==> config.mk <==
export PLATFORM = sky130hd
export DESIGN_NAME = shift_norm_seq_flat
export DESIGN_NICKNAME = d
export VERILOG_FILES = /design/src/rtl/shift_norm_if.sv /design/src/rtl/shift_norm_seq.sv /design/src/flat_wrapper.sv
export SDC_FILE = /design/constraint.sdc
export NUM_CORES = 1
export LEC_CHECK = 0
export ABC_CLOCK_PERIOD_IN_PS = 1750
export CORE_AREA = 2 2 113 82
export DETAILED_ROUTE_END_ITERATION = 7
export DIE_AREA = 0 0 115 84
export HOLD_SLACK_MARGIN = 0.05
export PLACE_DENSITY = 0.46
export SYNTH_ARGS = -nofsm -noshare
export SYNTH_HDL_FRONTEND = slang
export SYNTH_SLANG_ARGS = --single-unit
==> constraint.sdc <==
create_clock -name clk -period 1.75 [get_ports clk]
set_input_delay 0.35 -clock clk [delete_from_list [all_inputs] [get_ports clk]]
set_output_delay 0.35 -clock clk [all_outputs]
set_load 0.01 [all_outputs]
==> src/rtl/shift_norm_if.sv <==
// Start/valid handshake between a requester and the sequential normalizer.
// The master drives the operand; the slave returns the normalized word and the shift count.
interface shift_norm_if #(
    parameter int unsigned WIDTH = 32,
    parameter int unsigned CNT_W = 4
);
    logic             start;
    logic             mode;
    logic [WIDTH-1:0] operand;
    logic             busy;
    logic             valid;
    logic [WIDTH-1:0] result;
    logic [CNT_W-1:0] cnt;
    logic             zero;
    logic             sat;

    modport master (
        output start, mode, operand,
        input  busy, valid, result, cnt, zero, sat
    );

    modport slave (
        input  start, mode, operand,
        output busy, valid, result, cnt, zero, sat
    );
endinterface

==> src/rtl/shift_norm_seq.sv <==
// Sequential normalizer: shifts the operand left one bit per cycle until it is normalized,
// then reports the normalized word and the number of shifts applied.
module shift_norm_seq #(
    parameter int unsigned WIDTH = 32,
    parameter int unsigned CNT_W = 4
) (
    input  logic         clk,
    input  logic         rst_n,
    shift_norm_if.slave  bus
);
    localparam logic [CNT_W-1:0] MaxCnt = '1;

    typedef enum logic [1:0] {StIdle, StShift, StDone} state_e;

    state_e           state_q;
    logic [WIDTH-1:0] word_q;
    logic [CNT_W-1:0] cnt_q;
    logic             mode_q;
    logic             zero_q;
    logic             sat_q;
    logic             busy_q;
    logic             valid_q;

    logic degenerate;
    logic normalized;

    // Signed mode treats both all-zeros and all-ones as having no significant bits.
    assign degenerate = bus.mode ? ((bus.operand == '0) || (bus.operand == '1))
                                 : (bus.operand == '0);
    assign normalized = mode_q ? (word_q[WIDTH-1] ^ word_q[WIDTH-2]) : word_q[WIDTH-1];

    always_ff @(posedge clk or negedge rst_n) begin
        if (!rst_n) begin
            state_q <= StIdle;
            word_q  <= '0;
            cnt_q   <= '0;
            mode_q  <= 1'b0;
            zero_q  <= 1'b0;
            sat_q   <= 1'b0;
            busy_q  <= 1'b0;
            valid_q <= 1'b0;
        end else begin
            valid_q <= 1'b0;
            unique case (state_q)
                StIdle: begin
                    if (bus.start) begin
                        word_q <= bus.operand;
                        mode_q <= bus.mode;
                        cnt_q  <= '0;
                        sat_q  <= 1'b0;
                        busy_q <= 1'b1;
                        if (degenerate) begin
                            zero_q  <= 1'b1;
                            valid_q <= 1'b1;
                            state_q <= StDone;
                        end else begin
                            zero_q  <= 1'b0;
                            state_q <= StShift;
                        end
                    end
                end
                StShift: begin
                    if (normalized) begin
                        valid_q <= 1'b1;
                        state_q <= StDone;
                    end else if (cnt_q == MaxCnt) begin
                        sat_q   <= 1'b1;
                        valid_q <= 1'b1;
                        state_q <= StDone;
                    end else begin
                        word_q <= {word_q[WIDTH-2:0], 1'b0};
                        cnt_q  <= cnt_q + 1'b1;
                    end
                end
                StDone: begin
                    busy_q  <= 1'b0;
                    state_q <= StIdle;
                end
                default: begin
                    busy_q  <= 1'b0;
                    state_q <= StIdle;
                end
            endcase
        end
    end

    assign bus.busy   = busy_q;
    assign bus.valid  = valid_q;
    assign bus.result = word_q;
    assign bus.cnt    = cnt_q;
    assign bus.zero   = zero_q;
    assign bus.sat    = sat_q;
endmodule

==> src/flat_wrapper.sv <==
// flat-port wrapper written by rule: the top's interface ports become plain ports
module shift_norm_seq_flat 
#(
    parameter int unsigned WIDTH = 32,
    parameter int unsigned CNT_W = 4
)
  (clk, rst_n, bus_start, bus_mode, bus_operand, bus_busy, bus_valid, bus_result, bus_cnt, bus_zero, bus_sat);
  shift_norm_if #(.WIDTH(WIDTH), .CNT_W(CNT_W)) bus_i ();
  input  logic clk;
  input  logic rst_n;
  input wire logic [$bits(bus_i.start)-1:0] bus_start;
  input wire logic [$bits(bus_i.mode)-1:0] bus_mode;
  input wire logic [$bits(bus_i.operand)-1:0] bus_operand;
  output wire logic [$bits(bus_i.busy)-1:0] bus_busy;
  output wire logic [$bits(bus_i.valid)-1:0] bus_valid;
  output wire logic [$bits(bus_i.result)-1:0] bus_result;
  output wire logic [$bits(bus_i.cnt)-1:0] bus_cnt;
  output wire logic [$bits(bus_i.zero)-1:0] bus_zero;
  output wire logic [$bits(bus_i.sat)-1:0] bus_sat;
  assign bus_i.start = bus_start;
  assign bus_i.mode = bus_mode;
  assign bus_i.operand = bus_operand;
  assign bus_busy = bus_i.busy;
  assign bus_valid = bus_i.valid;
  assign bus_result = bus_i.result;
  assign bus_cnt = bus_i.cnt;
  assign bus_zero = bus_i.zero;
  assign bus_sat = bus_i.sat;
  shift_norm_seq #(.WIDTH(WIDTH), .CNT_W(CNT_W)) u_core (.clk(clk), .rst_n(rst_n), .bus(bus_i));
endmodule
==> summary.md <==
| Metric | Value |
|---|---|
| Status | `complete, no violations` |
| Worst setup EP type | `flop` |
| Cell Area, Placed | `around 3200 um^2` |
| Residual DRC count | `0` |
| RD Place Congestion | `roughly 0.82` |
| N_diodes | `0` |
| Die Y | `between 80 and 90 um` |
| Global Route Usage Sum | `0.148` |
| Post-synth EDFFs | `0` |
| Setup crit start | `bus_operand[5]` |
| Distinct cells, synth | `26` |
| Post-Synthesis Cells | `roughly 240` |
| Most common cell after layout, fill and taps aside | `clkdlybuf4s50_1` |
| Crit path DAT | `about 1900 ps` |
| Via density per instance | `between 4 and 5` |
| CTS tree | `yes` |
| Hold WS | `~500 ps` |
| Final non-filler cell total | `~450` |
| Period minus WS final | `around 1700 ps` |
| Place WS | `-294 ps` |
| Max-cap viol count | `0` |
| Num CTS Buffers | `5` |
| Synthesis-stage register bit count | `43` |
| Layout cells sized above 1 | `0.140` |
| Most frequent cells in the layout | `clkdlybuf4s50_1 (74), nand2_1 (71), dfrtp_1 (43), nor2_1 (35), a31oi_1 (34)` |
| Initial drt markers | `slightly above 90` |
| Worst r2r src | `u_core.bus.cnt[1]$_DFFE_PN0P_` |
| Final core utilization | `0.383` |
| Top-Level Pins | `between 70 and 80` |
| Layout area overhead | `59.9%` |
| Routed length per instance | `between 10 and 15 um` |
| Row Count | `29` |
| Worst path cell trace | `clkdlybuf4s50_1, nor4_2, buf_4, and4_1, nand2_1, a31o_2` |
| Critical path class | `in -> reg` |
| Post-synth net total | `between 200 and 300` |
| Slowest CP cell | `clkdlybuf4s50_1` |
| Share of the clock period used by the worst path | `0.961` |
| Drt pass-1 iters | `5` |
| Top_reg_cell synth | `dfrtp_1` |
| Avg Synthesized Cell Area | `around 8.6 um^2` |
| First-pass GRT wire length | `about 11000 um` |
| Hold Violations, Final | `0` |
| Normalized max-slew margin | `0.740` |
| Seq/Total Area, Yosys | `0.516` |
| Final HPWL DP | `just over 5000 um` |
| Clock Latency Late Sink | `290 ps` |
| Initial antenna violation count | `0` |
| Slowest stage delay, CP | `about 460 ps` |
| Die Wd | `115 um` |
| Core area | `just under 9000 um^2` |
| Skew final | `around 5.6 ps` |
| CTS HTree Levels | `2` |
| Clk pin slew, worst setup/hold paths | `60 ps` |
| Area contributors post-synth | `dfrtp_1 (52%), nand2_1 (13%), a31oi_1 (10%), nor2_1 (6.3%), nor4_1 (3.0%)` |
| Setup violations, final | `0` |
| Final WS setup | `67.9 ps` |
| Final instance area | `between 3000 and 4000 um^2` |
| Die area | `approximately 9700 um^2` |
| Final net count | `380` |
| Largest net degree at the start of global routing | `44` |
| Root buf cell | `clkbuf_16` |
| Synth area leader | `dfrtp_1` |
| Max-slew violations | `0` |
| DR vias | `approximately 2100` |
| Hold Path Class | `reg -> reg` |
| Effective utilization at floorplan | `0.240` |
| Peak Freq | `594 MHz` |
| Leakage | `about 0.0014 uW` |
| Final ANT Viol Nets | `0` |
| Placed instance count | `around 440` |
| Peak VDD IR | `0.000584 V` |
| Crit-path max FO | `3` |
| Vias in the first global route | `2110` |
| Slew at the pin closest to its max-slew limit | `around 390 ps` |
| Post-synth ARST share | `1.00` |
| P per Cell Area | `between 1500 and 2000 nW/um^2` |
| Yosys top cell area share | `0.516` |
| Netlist Area Pre-Place | `~2100 um^2` |
| Unrepaired setup endpoints after global routing | `false` |
| Final wirelength | `between 6000 and 7000 um` |
| Hold Path Origin | `u_core.mode_q$_DFFE_PN0P_` |
| Sink Count | `between 40 and 50` |
| Grt ovf | `0` |
| Max Root-Sink Buffers | `2` |
| Yosys warns | `0` |
| CP Data Required Time | `around 1900 ps` |
| CP Launch Type | `primary input` |
| # port buffers | `between 70 and 80` |
final timing paths:
| path | endpoint | slack [ps] | cells after the start |
|---|---|---|---|
| hold / removal | u_core.mode_q$_DFFE_PN0P_ | 500 | 2 |
| setup / recovery | u_core.state_q[0]$_DFFE_PN0P_ | 70 | 6 |
| min in group asynchronous | u_core.bus.result[26]$_DFFE_PN0P_ | 570 | 3 |
| max in group asynchronous | u_core.bus.result[16]$_DFFE_PN0P_ | 950 | 3 |
| setup reg to reg | u_core.bus.result[23]$_DFFE_PN0P_ | 170 | 6 |
| hold reg to reg | u_core.mode_q$_DFFE_PN0P_ | 500 | 2 |
what timing repair did:
action                                 4_1_cts  5_1_grt
gates resized for setup                      1        2
setup endpoints to repair                    1        2
pin swaps                                    0        0
hold buffers                                 1        0
endpoints found under the hold margin        2        0
setup buffers                                0        0
where the power goes:
part,internal [uW],switching [uW],total (uW)
Clock,528,373,901
Combinational,1550,1500,3050
Sequential,1470,408,1880
Total,3550,2280,5830
synthesized netlist by cell type, types with 2 or more instances:
cell type,count
a22o_1,2
a31oi_1,34
and4_1,3
buf_2,4
buf_6,3
clkbuf_1,7
dfrtp_1,43
mux2i_1,2
nand2_1,71
nand3_1,3
nand4_1,9
nor2_1,35
nor4_1,10
o21ai_0,4
worst max-delay path: cells and delay by family:
kind / cells / cell delay (ps)
AND/OR/NAND/NOR: 3 / 640
buffers and inverters: 2 / 610
AO/OA/AOI/OAI: 1 / 250
sequential cells by signal, summed over array words and instances, names as in the netlist:
register and cells:
u_core.bus.result 32, u_core.bus.cnt 4, u_core.state_q 2, u_core.bus.busy 1, u_core.bus.sat 1, u_core.bus.valid 1, u_core.bus.zero 1, u_core.mode_q 1
per-layer routing:
metal,global-route usage,share of wire,vias up
met1,0.223,0.52,984
met2,0.207,0.41,69
li1,-,-,1061
met4,0.0372,0.010,0
met3,0.0385,0.062,7
met5,0,0,-
cell families after synthesis:
| group | count (synthesis) | synth area share |
|---|---|---|
| AO/OA/AOI/OAI | 44 | 0.139 |
| adder cells (fa/ha/maj) | 1 | 0.00600 |
| buffers and inverters | 16 | 0.0438 |
| flip-flops | 43 | 0.516 |
| multiplexers | 2 | 0.00960 |
| AND/OR/NAND/NOR | 136 | 0.286 |
per-stage QoR:
step	TNS (ps)	power [uW]
6_report	0	5830
4_1_cts	0	5910
3_5_place_dp	-919	4980
5_1_grt	0	6320
3_3_place_gp	-869	4970
2_1_floorplan	0	3450
cell type report:
cell class | instances | area (um^2)
timing repair buffer | 109 | 1040
sequential | 43 | 1080
inverter | 1 | 3.75
multi-input combinational | 183 | 941
clock inverter | 1 | 5.00
clock buffer | 7 | 133
fill | 882 | 5370
tap | 108 | 135
Power figures use the tool's default switching activity.
==> patch 1: new RTL, config.mk and constraints unchanged <==
`WIDTH` is set to 32 in 3 places; all go to 36.
--- a/src/rtl/shift_norm_if.sv
+++ b/src/rtl/shift_norm_if.sv
@@ -1,7 +1,7 @@
 // Start/valid handshake between a requester and the sequential normalizer.
 // The master drives the operand; the slave returns the normalized word and the shift count.
 interface shift_norm_if #(
-    parameter int unsigned WIDTH = 32,
+    parameter int unsigned WIDTH = 36,
     parameter int unsigned CNT_W = 4
 );
     logic             start;
--- a/src/rtl/shift_norm_seq.sv
+++ b/src/rtl/shift_norm_seq.sv
@@ -1,7 +1,7 @@
 // Sequential normalizer: shifts the operand left one bit per cycle until it is normalized,
 // then reports the normalized word and the number of shifts applied.
 module shift_norm_seq #(
-    parameter int unsigned WIDTH = 32,
+    parameter int unsigned WIDTH = 36,
     parameter int unsigned CNT_W = 4
 ) (
     input  logic         clk,
--- a/src/flat_wrapper.sv
+++ b/src/flat_wrapper.sv
@@ -1,7 +1,7 @@
 // flat-port wrapper written by rule: the top's interface ports become plain ports
 module shift_norm_seq_flat 
 #(
-    parameter int unsigned WIDTH = 32,
+    parameter int unsigned WIDTH = 36,
     parameter int unsigned CNT_W = 4
 )
   (clk, rst_n, bus_start, bus_mode, bus_operand, bus_busy, bus_valid, bus_result, bus_cnt, bus_zero, bus_sat);
Interface: changed (resized bus_operand and bus_result); port bits go from 76 to 84. No check against the original RTL was run, so the function may have changed too.
==> patch 1 against the unedited design <==
  * Sequential share of layout area shrank 1.5 points
  * Worst setup slack lost 19 ps
  * Non-clock buffer count grew 13
  * Sequential cell count grew 4
  * Power grew 20%
  * Routed wire length grew 13%
  * Area after synthesis grew 16%
  * Combinational power grew 30%
  * Cell area grew 15%
  * Critical path type unchanged
  * Critical endpoint unchanged
  * Largest cell class is now buffers
==> patch 1: results (changes against the unedited design) <==
| Metric | Value |
|---|---|
| Pre-CTS setup slack | `-240 ps (+54.1 ps)` |
| Initial antenna violation count | `0 (unchanged)` |
| Seq/Total Area, Yosys | `0.486 (-0.0299)` |
| Yosys warns | `0 (unchanged)` |
| First-pass GRT wire length | `12,400 um (+11%)` |
| Yosys cell types | `28 (+7.7%)` |
| Final Net Count | `393 (+3.4%)` |
| I/O Buffers | `83 (+11%)` |
| Vias per cell | `4.99 (+6.3%)` |
| Htree depth | `2 (unchanged)` |
| DRT iter0 DRCs | `95 (+3.3%)` |
| Crit Path Max Fanout | `2 (-1)` |
| Worst R2R Path Depth | `5 (-1)` |
| Tcrit/Tclk final | `0.972 (+0.0110)` |
| Iteration count of the initial detailed-routing pass | `4 (-1)` |
| Fraction of synthesized area in multiplexers | `0.145 (+0.135)` |
| Synth top area cells | `dfrtp_1, mux2i_1, nand3_1, o21ai_1, nand4_1` |
| Hold Crit Depth | `2 (unchanged)` |
| Post-Synth Adder-Cell Area | `0.00517 (-0.000828)` |
| Worst hold start | `u_core.bus.sat` |
| LEAKAGE | `1.62 nW (+15%)` |
| CTS Root Cell | `clkbuf_16` |
| Routability cong. | `0.813 (-1.1%)` |
| Clock transition at path regs | `60 ps (about the same)` |
| Layout Cells excl Fill | `461 (+2.0%)` |
| Worst-Margin Slew | `479 ps (+93.2 ps)` |
| Worst-Skew Late Latency | `290 ps (about the same)` |
| WHS Endpoint | `u_core.bus.sat` |
| Worst IR Drop VDD | `611 uV (+4.7%)` |
| Ant. Diodes | `0 (unchanged)` |
| HPWL after DPL | `5490 um (+6.0%)` |
| Clock Skews | `2.95 ps (-2.66 ps)` |
| Largest net degree at the start of global routing | `48 (+9.1%)` |
| Mapped Nets | `280 (+0.36%)` |
| R2r endpoint | `u_core.bus.cnt[3]` |
| Count leader, synth | `dfrtp_1` |
| Synth Area in Compound Gates | `0.0977 (-0.0408)` |
| # fillers | `855 (-3.1%)` |
| Reg2Reg Launch Point | `u_core.bus.cnt[0]` |
| Status | `finished clean` |
| Largest register FFs | `36 (+13%)` |
| Number of CTS-inserted buffers | `5 (unchanged)` |
| GRT Total Usage | `0.165 (+0.0177)` |
| Share of layout cells above drive strength 1 | `0.150 (+0.0106)` |
| DRC violation count after routing | `0 (unchanged)` |
| Vias in the first global route | `2,264 (+7.3%)` |
| Mapped Cells | `239 (-1.2%)` |
| Flop-to-flop setup slack | `140 ps (-30 ps)` |
| Longest Clk Path Bufs | `2 (unchanged)` |
| Synth top cells by count | `dfrtp_1, nand3_1, o21ai_1` |
| Placed Cells | `452 (+2.0%)` |
| WL final | `7620 um (+13%)` |
| HP Class | `flop to flop` |
patch 1: changes by cell type after synthesis, sizes merged, moves of 2 or more:
cell,delta
nand2,-59
nand3,+41
a22o,-2
buf,+2
nor2,-31
dfrtp,+4
mux2i,+33
o21ai,+38
a31oi,-34
or3,+2
or4,+2
nand4,+4
a21oi,+2
patch 1: logic make-up after synthesis:
group / count (synthesis)
AOI/OAI and AO/OA: 45
adders and majority gates: 1
buffers and inverters: 18
DFF: 47
muxes: 35
and+or+nand+nor: 93
patch 1: worst max-delay path by stage:
stage / from / end / slack (ps) / cells past startpoint
after floorplan: u_core.bus.cnt[0] / u_core.bus.result[35] / 240 / 6
after global placement: bus_operand[3] / u_core.state_q[0] / -270 / 6
after detailed placement: bus_operand[0] / u_core.state_q[0] / -240 / 6
after CTS: u_core.bus.result[34] / bus_result[34] / 50 / 1
after global routing: u_core.bus.result[34] / bus_result[34] / 10 / 1
final: bus_operand[35] / u_core.state_q[0] / 50 / 6
patch 1: per-stage QoR:
stage	setup TNS (ps)	instance area, sq um	hold WS [ps]
finish	0	3820	496
global route	0	3820	563
CTS	0	3810	507
detailed placement	-876	3650	361
global placement	-1000	3650	360
floorplan	0	2420	54.4
patch 1: where the power goes:
part	internal (mW)	total (mW)	switching [mW]
sequential	1.60	2.03	0.428
combinational	2.05	3.97	1.92
clock	0.609	1.02	0.406
total	4.27	7.02	2.75
patch 1: critical path, cell delays in order:
cell	delay [ps]
clkdlybuf4s50_1	450
buf_4	160
nor4_1	370
and4_1	310
nand4_1	80
and3b_1	170
patch 1: area by class of cell:
class | instances | area (sq um) | area share
sequential | 47 | 1180 | 0.308
clock buffer | 8 | 156 | 0.0409
inverter | 2 | 7.51 | 0.00197
timing repair buffer | 122 | 1200 | 0.313
multi-input combinational | 174 | 1150 | 0.301
tap | 108 | 135 | 0.0354
patch 1: per-layer routing:
| layer | up-vias | share of wire | track usage |
|---|---|---|---|
| met5 | - | 0 | 0 |
| li1 | 1128 | - | - |
| met4 | 0 | 0.0091 | 0.0372 |
| met1 | 1096 | 0.53 | 0.264 |
| met2 | 69 | 0.40 | 0.218 |
| met3 | 7 | 0.058 | 0.0436 |
patch 1: what timing repair did:
action / in CTS / in global routing
gates resized for setup: 0 / 1
setup endpoints to repair: 0 / 4
hold endpoints to repair: 2 / 0
hold buffers: 1 / 0
setup buffers: 0 / 0
==> patch 2: new RTL, same flow settings <==
Made on the original files. The 3 states of `state_e` get a one-hot encoding in 3 bits.
--- a/src/rtl/shift_norm_seq.sv
+++ b/src/rtl/shift_norm_seq.sv
@@ -10,7 +10,7 @@
 );
     localparam logic [CNT_W-1:0] MaxCnt = '1;
 
-    typedef enum logic [1:0] {StIdle, StShift, StDone} state_e;
+    typedef enum logic [2:0] {StIdle = 3'b001, StShift = 3'b010, StDone = 3'b100} state_e;
 
     state_e           state_q;
     logic [WIDTH-1:0] word_q;
Behaviour: no difference found for any inputs over 10 cycles, from zero or initial values and one cycle with rst_n low; not proved beyond that.
==> patch 2 against the unedited design <==
  * Worst setup slack better by 29 ps
  * Synthesized cell count is 12% lower
  * Sequential cell count grew 1
  * Area after synthesis is 5.8% higher
  * Hold slack gained 8.4 ps
  * Die area did not move
  * Cell area is 2.4% higher
  * Routed wire length is 5.8% higher
  * Power is 7.4% lower
  * Non-clock buffer count shrank 7
  * Critical path depth decreased by 5
  * Critical endpoint is now bus_result[30]
  * Largest cell class unchanged
==> patch 2: results (changes against the unedited design) <==
| Metric | Value |
|---|---|
| LEAKAGE | `1.36 nW (-3.7%)` |
| Reg2Reg Launch Point | `u_core.state_q[2]` |
| Worst IR Drop VDD | `613 uV (+5.0%)` |
| Worst setup path endpoint | `bus_result[30]` |
| Pre-CTS setup slack | `-214 ps (+80.4 ps)` |
| Seq/Total Area, Yosys | `0.500 (-0.0162)` |
| Synth top cells by count | `dfrtp_1, nand3_1, o21ai_1` |
| R2r endpoint | `u_core.bus.result[5]` |
| Yosys cell types | `33 (+27%)` |
| Final Net Count | `343 (-9.7%)` |
| HPWL after DPL | `5350 um (+3.4%)` |
| Vias in the first global route | `2,120 (+0.47%)` |
| WP data arrival | `1300 ps (-550 ps)` |
| Vias per cell | `5.04 (+7.4%)` |
| GRT Total Usage | `0.151 (+0.00369)` |
| Crit Path Max Fanout | `5 (+2)` |
| Layout Cells excl Fill | `415 (-8.2%)` |
| CP max stage delay | `570 ps (+110 ps)` |
| Fmax | `605 MHz (+1.7%)` |
| Slew HR | `0.732 (-0.00852)` |
| DRT iter0 DRCs | `76 (-17%)` |
| Placed Cells | `406 (-8.4%)` |
| Clock Skews | `4.76 ps (-0.844 ps)` |
| Mapped Nets | `249 (-11%)` |
| Routability cong. | `0.784 (-4.7%)` |
| Drt wl/cell | `17.1 um (+15%)` |
| CP startpoint | `u_core.bus.result[30]` |
| Share of layout cells above drive strength 1 | `0.127 (-0.0125)` |
| # fillers | `865 (-1.9%)` |
| First-pass GRT wire length | `11,400 um (+2.2%)` |
| Largest net degree at the start of global routing | `31 (-30%)` |
| Hold Crit Depth | `1 (-1)` |
| Status | `finished clean` |
| Placement Cell Area | `3250 sq um (+2.5%)` |
-- patch 2: cell types whose count changed after synthesis, moves of 2 or more --
cell	change
nor2_1	-33
mux2i_1	+30
nand2_1	-64
o21ai_1	+34
o21ai_0	-3
nand3b_1	+2
clkbuf_1	-2
a31oi_1	-33
nand4_1	-2
nand3_1	+33
-- patch 2: worst min path at each step --
| stage | startpoint | endpoint | slack, ps |
|---|---|---|---|
| finish | u_core.state_q[2] | u_core.bus.busy | 510 |
| global route | u_core.mode_q | u_core.mode_q | 550 |
| CTS | u_core.state_q[2] | u_core.bus.busy | 480 |
| detailed placement | rst_n | u_core.bus.sat | 300 |
| global placement | rst_n | u_core.bus.sat | 300 |
| floorplan | rst_n | u_core.bus.busy | 50 |
-- patch 2: stage by stage --
stage                     TNS [ps]  hold WS, ps
after floorplan                  0         54.4
after detailed placement      -511          304
after CTS                        0          481
final                            0          509
after global routing             0          548
after global placement        -609          300
-- patch 2: per-layer routing --
metal | share of wire | up-vias | global-route usage | wire length (um)
met2 | 0.42 | 64 | 0.216 | 3000
met4 | 0.0096 | 0 | 0.0340 | 68
met1 | 0.51 | 1032 | 0.228 | 3630
met5 | 0 | - | 0 | 0
li1 | - | 989 | - | -
met3 | 0.059 | 7 | 0.0385 | 417
-- patch 2: cell families after synthesis --
| family | Yosys count | share of synthesized area |
|---|---|---|
| AND/OR/NAND/NOR | 75 | 0.193 |
| adder cells (fa/ha/maj) | 1 | 0.00567 |
| flip-flops | 44 | 0.500 |
| multiplexers | 32 | 0.145 |
| buffers and inverters | 15 | 0.0403 |
| AO/OA/AOI/OAI | 45 | 0.116 |
-- patch 2: what timing repair did --
action / 4_1_cts / 5_1_grt
setup endpoints to repair: 0 / 30
setup buffers: 0 / 0
gates resized for setup: 0 / 1
hold endpoints to repair: 14 / 0
hold buffers: 1 / 0
-- patch 2: power by group --
| group | leakage [nW] | internal (mW) | total [mW] | switching, mW |
|---|---|---|---|---|
| combinational | 0.733 | 1.40 | 2.59 | 1.19 |
| clock | 0.0701 | 0.569 | 0.960 | 0.391 |
| sequential | 0.553 | 1.47 | 1.86 | 0.387 |
-- patch 2: area by class of cell --
| type | count | area [sq um] | share of cell area |
|---|---|---|---|
| Tap cell | 108 | 135 | 0.0396 |
| Sequential cell | 44 | 1100 | 0.323 |
| Clock buffer | 7 | 143 | 0.0418 |
| Clock inverter | 1 | 7.51 | 0.00220 |
| Multi-Input combinational cell | 153 | 1030 | 0.300 |
| Timing Repair Buffer | 102 | 1000 | 0.293 |
-- patch 2: worst register-to-register path, cell delays in order, from the launching register on --
cell	delay, ps
dfrtp_1	420
nor3b_4	330
buf_4	190
buf_4	210
mux2i_1	250
o21ai_1	80
